`src/rtl/dual_issue_ctrl_pkg.sv`:
```
// Shared widths, state encoding and dependency qualification for the dual-issue pairing stage.
package dual_issue_ctrl_pkg;

  localparam int unsigned DI_IWIDTH = 32;
  localparam int unsigned DI_AWIDTH = 5;

  typedef enum logic {
    DiNormal = 1'b0,
    DiSplit  = 1'b1
  } di_state_e;

  // A dependency only matters when both instructions are live and instr1 writes a real register.
  function automatic logic qual_dep(input logic change, input logic valid_1, input logic valid_2,
                                    input logic rd_nonzero);
    return change & valid_1 & valid_2 & rd_nonzero;
  endfunction

endpackage

```
`src/rtl/dual_issue_hold.sv`:
```
// Single-entry hold register parking instr2 of a split pair until slot0 frees up.
module dual_issue_hold
  import dual_issue_ctrl_pkg::*;
#(
  parameter int unsigned IWIDTH = DI_IWIDTH
) (
  input  logic              i_clk,
  input  logic              i_rst,
  input  logic              i_load,
  input  logic              i_clear,
  input  logic [IWIDTH-1:0] i_instr,
  input  logic [IWIDTH-1:0] i_pc,
  output logic              o_valid,
  output logic [IWIDTH-1:0] o_instr,
  output logic [IWIDTH-1:0] o_pc
);

  logic              r_valid;
  logic [IWIDTH-1:0] r_instr;
  logic [IWIDTH-1:0] r_pc;

  always_ff @(posedge i_clk) begin
    if (i_rst || i_clear) begin
      r_valid <= 1'b0;
      r_instr <= '0;
      r_pc    <= '0;
    end else if (i_load) begin
      r_valid <= 1'b1;
      r_instr <= i_instr;
      r_pc    <= i_pc;
    end
  end

  assign o_valid = r_valid;
  assign o_instr = r_instr;
  assign o_pc    = r_pc;

endmodule

```
`src/rtl/dual_issue_ctrl.sv`:
```
// Pairing/issue register stage: issues independent pairs together, splits dependent pairs
// over two cycles while back-pressuring fetch, and counts split events.
module dual_issue_ctrl
  import dual_issue_ctrl_pkg::*;
#(
  parameter int unsigned IWIDTH = DI_IWIDTH,
  parameter int unsigned AWIDTH = DI_AWIDTH,
  parameter int unsigned CWIDTH = 16
) (
  input  logic              di_i_clk,
  input  logic              di_i_rst,
  input  logic              di_i_flush,
  input  logic              di_i_valid_1,
  input  logic              di_i_valid_2,
  input  logic [IWIDTH-1:0] di_i_instr_1,
  input  logic [IWIDTH-1:0] di_i_pc_1,
  input  logic [IWIDTH-1:0] di_i_instr_2,
  input  logic [IWIDTH-1:0] di_i_pc_2,
  input  logic [AWIDTH-1:0] di_i_addr_rd_1,
  input  logic              di_i_change_instr,
  input  logic              di_i_ready,
  output logic              di_o_ready,
  output logic              di_o_valid_0,
  output logic [IWIDTH-1:0] di_o_instr_0,
  output logic [IWIDTH-1:0] di_o_pc_0,
  output logic              di_o_valid_1,
  output logic [IWIDTH-1:0] di_o_instr_1,
  output logic [IWIDTH-1:0] di_o_pc_1,
  output logic [CWIDTH-1:0] di_o_split_cnt
);

  di_state_e         r_state_q, r_state_d;
  logic              r_v0_q, r_v0_d;
  logic              r_v1_q, r_v1_d;
  logic [IWIDTH-1:0] r_instr0_q, r_instr0_d;
  logic [IWIDTH-1:0] r_pc0_q, r_pc0_d;
  logic [IWIDTH-1:0] r_instr1_q, r_instr1_d;
  logic [IWIDTH-1:0] r_pc1_q, r_pc1_d;
  logic [CWIDTH-1:0] r_cnt_q, r_cnt_d;

  logic              w_ready;
  logic              w_accept;
  logic              w_dep;
  logic              w_hold_load;
  logic              w_hold_clear;
  logic              w_hold_valid;
  logic [IWIDTH-1:0] w_hold_instr;
  logic [IWIDTH-1:0] w_hold_pc;

  assign w_ready  = (r_state_q == DiNormal) & di_i_ready & ~di_i_flush;
  assign w_accept = w_ready & (di_i_valid_1 | di_i_valid_2);
  assign w_dep    = qual_dep(di_i_change_instr, di_i_valid_1, di_i_valid_2,
                             di_i_addr_rd_1 != '0);

  dual_issue_hold #(
    .IWIDTH(IWIDTH)
  ) u_hold (
    .i_clk  (di_i_clk),
    .i_rst  (di_i_rst),
    .i_load (w_hold_load),
    .i_clear(w_hold_clear),
    .i_instr(di_i_instr_2),
    .i_pc   (di_i_pc_2),
    .o_valid(w_hold_valid),
    .o_instr(w_hold_instr),
    .o_pc   (w_hold_pc)
  );

  always_comb begin
    r_state_d    = r_state_q;
    r_v0_d       = r_v0_q;
    r_v1_d       = r_v1_q;
    r_instr0_d   = r_instr0_q;
    r_pc0_d      = r_pc0_q;
    r_instr1_d   = r_instr1_q;
    r_pc1_d      = r_pc1_q;
    r_cnt_d      = r_cnt_q;
    w_hold_load  = 1'b0;
    w_hold_clear = 1'b0;

    if (di_i_flush) begin
      r_v0_d       = 1'b0;
      r_v1_d       = 1'b0;
      r_state_d    = DiNormal;
      w_hold_clear = 1'b1;
    end else if (di_i_ready) begin
      unique case (r_state_q)
        DiNormal: begin
          if (w_accept && w_dep) begin
            r_v0_d      = 1'b1;
            r_instr0_d  = di_i_instr_1;
            r_pc0_d     = di_i_pc_1;
            r_v1_d      = 1'b0;
            w_hold_load = 1'b1;
            r_state_d   = DiSplit;
            if (r_cnt_q != {CWIDTH{1'b1}}) r_cnt_d = r_cnt_q + CWIDTH'(1);
          end else if (w_accept && di_i_valid_1) begin
            r_v0_d     = 1'b1;
            r_instr0_d = di_i_instr_1;
            r_pc0_d    = di_i_pc_1;
            r_v1_d     = di_i_valid_2;
            r_instr1_d = di_i_instr_2;
            r_pc1_d    = di_i_pc_2;
          end else if (w_accept) begin
            // A lone instr2 is still the oldest live instruction, so it takes slot0.
            r_v0_d     = 1'b1;
            r_instr0_d = di_i_instr_2;
            r_pc0_d    = di_i_pc_2;
            r_v1_d     = 1'b0;
          end else begin
            r_v0_d = 1'b0;
            r_v1_d = 1'b0;
          end
        end
        DiSplit: begin
          r_v0_d       = w_hold_valid;
          r_instr0_d   = w_hold_instr;
          r_pc0_d      = w_hold_pc;
          r_v1_d       = 1'b0;
          w_hold_clear = 1'b1;
          r_state_d    = DiNormal;
        end
        default: r_state_d = DiNormal;
      endcase
    end
  end

  always_ff @(posedge di_i_clk) begin
    if (di_i_rst) begin
      r_state_q  <= DiNormal;
      r_v0_q     <= 1'b0;
      r_v1_q     <= 1'b0;
      r_instr0_q <= '0;
      r_pc0_q    <= '0;
      r_instr1_q <= '0;
      r_pc1_q    <= '0;
      r_cnt_q    <= '0;
    end else begin
      r_state_q  <= r_state_d;
      r_v0_q     <= r_v0_d;
      r_v1_q     <= r_v1_d;
      r_instr0_q <= r_instr0_d;
      r_pc0_q    <= r_pc0_d;
      r_instr1_q <= r_instr1_d;
      r_pc1_q    <= r_pc1_d;
      r_cnt_q    <= r_cnt_d;
    end
  end

  assign di_o_ready     = w_ready;
  assign di_o_valid_0   = r_v0_q;
  assign di_o_instr_0   = r_instr0_q;
  assign di_o_pc_0      = r_pc0_q;
  assign di_o_valid_1   = r_v1_q;
  assign di_o_instr_1   = r_instr1_q;
  assign di_o_pc_1      = r_pc1_q;
  assign di_o_split_cnt = r_cnt_q;

endmodule

```
`config.mk`:
```
export PLATFORM = sky130hd
export DESIGN_NAME = dual_issue_ctrl
export DESIGN_NICKNAME = d
export VERILOG_FILES = /design/src/rtl/dual_issue_ctrl_pkg.sv /design/src/rtl/dual_issue_hold.sv /design/src/rtl/dual_issue_ctrl.sv
export SDC_FILE = /design/constraint.sdc
export NUM_CORES = 1
export LEC_CHECK = 0
export ABC_AREA = 1
export BUFFER_PORTS_ARGS = -buffer_cell sky130_fd_sc_hd__buf_2
export CAP_MARGIN = 30
export CORE_ASPECT_RATIO = 1.5
export CORE_MARGIN = 3
export CORE_UTILIZATION = 47
export DETAILED_ROUTE_END_ITERATION = 6
export PLACE_DENSITY = 0.81
export SLEW_MARGIN = 10
export SYNTH_ARGS = -nofsm -noshare
export SYNTH_HDL_FRONTEND = slang
export SYNTH_SLANG_ARGS = --single-unit
```
`constraint.sdc`:
```
create_clock -name di_i_clk -period 3.5 [get_ports di_i_clk]
set_input_delay 0.175 -clock di_i_clk [delete_from_list [all_inputs] [get_ports di_i_clk]]
set_output_delay 0.175 -clock di_i_clk [all_outputs]
set_load 0.005 [all_outputs]
```
[Word level (Yosys, flattened, before mapping)]
Index checks and enable logic that the tools add are counted.
W data, S select, Z words.
Operators by class
  $add $sub $neg: 1
  $mul: 0
  divide/modulo/power cells: 0
  magnitude comparators: 0
  equal/unequal tests: 2
  shift-type cells: 0
  mux-type cells: 23
  bitwise gates (word level): 10
  reduce and logical (&&, ||, !) cells: 8
Operators by type and width (count)
  $mux W32: 6
  $pmux W32 S2: 2
  $add A16 B1 Y16 const B: 1
  $ne A16 B16 Y1 const B: 1
  $mux W1: 12
  $reduce_and A5 Y1: 2
  $and A1 B1 Y1: 6
  $pmux W1 S2: 3
  $reduce_bool A5 Y1: 1
  $ne A4 B2 Y1 const B: 1
  $not A1 Y1: 3
  $reduce_and A3 Y1: 1
  $logic_and A1 B1 Y1: 2
  $reduce_or A2 Y1: 1
  $logic_or A1 B1 Y1: 1
  $or A1 B1 Y1: 1
Storage, ports and cells
  register bits: 212
  latch bits: 0
  bits in writable memories: 0
  ROM bits: 0
  input bits: 140
  output and inout port bits: 147
  logic and storage cells: 55
  memories kept: 0

[Longest topological paths before layout]
  word-level depth: 9
  gate-level depth with buffers: 11
  depth with buffers taken out: 9

[Hierarchy]
A second synthesis with hierarchy kept.
Unflattened totals
  cells, all modules: 1370
  area total of the unflattened synthesis: 9417.8 sq um
Modules (own cells, without submodules)
  dual_issue_ctrl: instances 1, cells an instance 962, area each 6762.7 sq um, sequential area each 2942.8 sq um
  dual_issue_hold: instances 1, cells an instance 408, area each 2655.0 sq um, sequential area each 1301.2 sq um

[Worst setup path after synthesis]
OpenSTA, ideal clock, no wires.
  path type: register to register
  start point: reg r_cnt_q[0], in the netlist di_o_split_cnt[0]
  end point: reg r_cnt_q[11], in the netlist di_o_split_cnt[11]
  setup time: 70 ps
  arrival time: 1479 ps
  required time: 3430 ps
  path slack: 1950 ps
  cell stages (with the launch flop): 11
  buffers on the path: 1
  clock period less this slack: 1550 ps
  path through: dfxtp_1 ha_1 nand2_2 nor2_4 nand2_2 nor2_4 inv_2 nand2_4 buf_6 nand2_1 a21oi_1
Between the ends
  word-level cells in the longest chain between the ends: 2
  elaborated cells on any way between the ends: 3
  those cells by class: add/sub (1); eq/ne (1); reduce/logical (1)
RTL lines
  start: declaration: RTL line dual_issue_ctrl.sv:39  | logic [CWIDTH-1:0] r_cnt_q, r_cnt_d;
  start signal: assignment: RTL line dual_issue_ctrl.sv:146  | r_cnt_q <= r_cnt_d;
  parallel branches: the longest is 2 deep, another holds $add A16 B1 Y16
Several ways; the timed one is not identified.
A chain may end at the register's enable or synchronous reset.

[Worst setup path in the final report]
  start point: in di_i_ready
  end point: reg r_v1_q, in the netlist di_o_valid_1
Between the ends
  word-level cells in the longest chain between the ends: 7
  elaborated cells on any way between the ends: 8
  those cells by class: mux (3); bitwise (3); reduce/logical (2)
RTL lines
  start: declaration: RTL line dual_issue_ctrl.sv:21  | input logic di_i_ready,
  $and A1 B1 Y1 (2 in series): RTL line dual_issue_ctrl.sv:50  | assign w_ready = (r_state_q == DiNormal) & di_i_ready & ~di_i_flush;
  $and A1 B1 Y1: RTL line dual_issue_ctrl.sv:51  | assign w_accept = w_ready & (di_i_valid_1 | di_i_valid_2);
  $logic_and A1 B1 Y1: RTL line dual_issue_ctrl.sv:97  | end else if (w_accept && di_i_valid_1) begin
  $mux W1: RTL line dual_issue_ctrl.sv:97
  $mux W1: RTL line dual_issue_ctrl.sv:89  | if (w_accept && w_dep) begin
  $pmux W1 S2: RTL line dual_issue_ctrl.sv:87  | unique case (r_state_q)
  end signal: assignment: RTL line dual_issue_ctrl.sv:141  | r_v1_q <= r_v1_d;
  end: declaration: RTL line dual_issue_ctrl.sv:34  | logic r_v1_q, r_v1_d;
Parallel ways exist; a longest one is shown, timed or not.

==> summary.md <==
| Metric | Value |
|---|---|
| Status | `finished clean` |
| Power Dens Cells | `457.2 nW/um^2` |
| Fill cells | `1599` |
| H-tree Lvls | `1` |
| Drc violations | `0` |
| Share of the synthesized area in the top cell type | `0.4745` |
| Multi-input gate area | `4030 sq um` |
| Post-synthesis cell type count | `26` |
| CP endpoint kind | `register` |
| Root Buffer | `clkbuf_16` |
| #FFs+latches synth | `212` |
| CP required | `3930 ps` |
| Initial Utilization | `0.4803` |
| Largest net degree at the start of global routing | `68` |
| Fin. max-slew vios | `0` |
| Total Power | `5.418 mW` |
| GRT Resource Usage Total | `0.2744` |
| Compound-cell area share of the yosys netlist | `0.2698` |
| Worst slew pin tran | `841.5 ps` |
| Yosys warnings | `0` |
| Overflow after GRT | `0` |
| CTS buffer count | `21` |
| Post-synthesis mux area share | `0` |
| Vias in the first global route | `9606` |
| Violation count after the first detailed-route iteration | `1011` |
| Arrival time at the worst endpoint | `3110 ps` |
| Max Clock Freq | `373.5 MHz` |
| Post-Place Cell Area | `10360 sq um` |
| Nets | `1637` |
| Max IR drop VDD | `390.4 uV` |
| FP Rows | `61` |
| Clock Skews | `12.98 ps` |
| Fin. Hold Viols | `0` |
| RD Place Congestion | `0.8909` |
| Endpoints failing setup | `0` |
| Crit path max fanout | `51` |
| Register area share after synthesis | `0.4745` |
| Worst slew margin | `0.4390` |
| Num Clock Sinks | `212` |
| Leak | `5.353 nW` |
| Die width | `118.6 microns` |
| Cell count after synthesis | `1185` |
| Avg Inst Size Synth | `7.548 sq um` |
| Largest area contributor in the netlist | `dfxtp_1` |
| Final core occ | `0.6363` |
| Most frequent cells in the layout | `286 x buf_2, 211 x dfxtp_1, 198 x nor2_1` |
| Synth Net Count | `1326` |
| Postcts setup bufs | `0` |
| Final wirelength | `29380 microns` |
| DR pass1 iterations | `6` |
| Post-layout minimum cycle time | `2677 ps` |
| Post-Synth XOR/XNOR Area | `0.002937` |
| RSZ-0062 raised after global routing | `no` |
| Commonest non-fill, non-tap cell in the layout | `buf_2` |
| Core area | `18620 sq um` |
| Initial antenna violation count | `3` |
| Die Y | `175.0 microns` |
| Max_cap viols | `0` |
| DP Wirelength | `18240 microns` |
| Area Growth Syn to Fin | `32.47%` |
| Share of layout cells above drive strength 1 | `0.2485` |
| Final design area excluding fillers | `11850 sq um` |
| Vias per inst | `5.482` |
| First-pass GRT wire length | `47640 microns` |
| WL per Instance | `16.66 microns` |
| I/O pin cnt | `287` |
| WS Path Type | `in2reg` |
| DRT antenna net count | `0` |
| Type of origin of the critical path | `input pin` |
| Simple-gate share of the synthesized area | `0.1746` |
| Clock Tree Buf Depth | `3` |
| Tcrit/Tclk final | `0.7649` |
| Die area | `20760 sq um` |
| Mapped cell area | `8945 sq um` |
| Clock slew at reported path FFs | `60 ps` |
| Buffers on Ports | `286` |
| Clock latency at the later pin of the worst-skew pair | `490 ps` |
| TritonCTS clock tree | `done` |
| Largest cells by area after synthesis | `dfxtp_1 47%, a21oi_1 10%, o21ai_0 10%, nor2_1 8.3%, o211ai_1 5.4%` |
| Synth Area in Adders | `0.001399` |
| Via count | `9664` |
| Setup TNS | `0 ps` |
| Register Area | `4245 sq um` |
| Hold crit path type | `in2reg` |
| Largest family of logic cells by synthesized area | `compound AO/OA/AOI/OAI gates` |
metal layers:
metal / routed length, microns / global-route usage / vias to the layer above
li1: - / - / 4617
met1: 11130 / 0.3147 / 4489
met2: 14830 / 0.4883 / 437
met3: 1880 / 0.04275 / 119
met4: 1517 / 0.1450 / 2
met5: 13 / 0 / -
synth_stat cells, drive strengths merged:
cell type	number
o211ai	64
nand2	116
nor2	205
ha	1
a21oi	186
or2	22
a31oi	1
inv	62
nand4	4
o21ai	199
nand3b	4
clkbuf	54
nand3	16
xor2	3
dfxtp	212
buf	36
cells by family (layout without fill, tap and decap cells):
| logic type | after synthesis | after routing |
|---|---|---|
| flip-flops | 212 | 212 |
| buffers and inverters | 152 | 476 |
| adder cells (fa/ha/maj) | 1 | 1 |
| XOR/XNOR | 3 | 3 |
| other | 0 | 2 |
| AND/OR/NAND/NOR | 367 | 367 |
| AO/OA/AOI/OAI | 450 | 450 |
worst paths after layout:
path	start	endpoint	slack, ps	cells after the start
setup / recovery	di_i_ready	di_o_valid_1	820	9
hold / removal	di_i_instr_2[23]	u_hold.o_instr[23]	10	3
setup reg to reg	r_state_q	di_o_valid_1	970	6
hold reg to reg	di_o_pc_1[27]	di_o_pc_1[27]	470	2
area by class of cell:
class	instances	share of cell area
Timing Repair Buffer	378	0.1985
Antenna cell	2	0.0004224
Multi-Input combinational cell	821	0.3401
Clock buffer	28	0.04826
Clock inverter	8	0.008131
Inverter	62	0.01964
Tap cell	252	0.02661
Sequential cell	212	0.3583
critical path: stages:
cell,delay (ps)
dlygate4sd3_1,520
buf_2,130
inv_2,60
nor2_4,150
nand3_4,460
nor2_4,820
nand2_1,100
a21oi_1,140
dlygate4sd3_1,550
per-stage QoR:
step                instances  setup slack (ps)  hold WS [ps]
finish                   1763             822.8         12.80
CTS                      1760             841.1        0.6906
detailed placement       1645             935.5         433.4
floorplan                1185              1950         314.3
global route             1763             630.6         18.41
global placement         1644              1027         428.8
sequential cells by signal, indices dropped and copies added, names as in the netlist, 16 cells and up:
register        count
di_o_instr_0       32
di_o_instr_1       32
di_o_pc_0          32
di_o_pc_1          32
u_hold.o_instr     32
u_hold.o_pc        32
di_o_split_cnt     16
power by group:
group | internal (mW) | switching (mW)
registers | 2.51 | 0.0513
clock network | 1.30 | 0.926
logic | 0.292 | 0.346
timing repair:
| action | CTS | global route |
|---|---|---|
| hold buffers | 79 | 0 |
| gates resized for setup | 0 | 0 |
| hold endpoints to repair | 131 | 0 |
No activity file was read; power rests on OpenSTA's default activity.
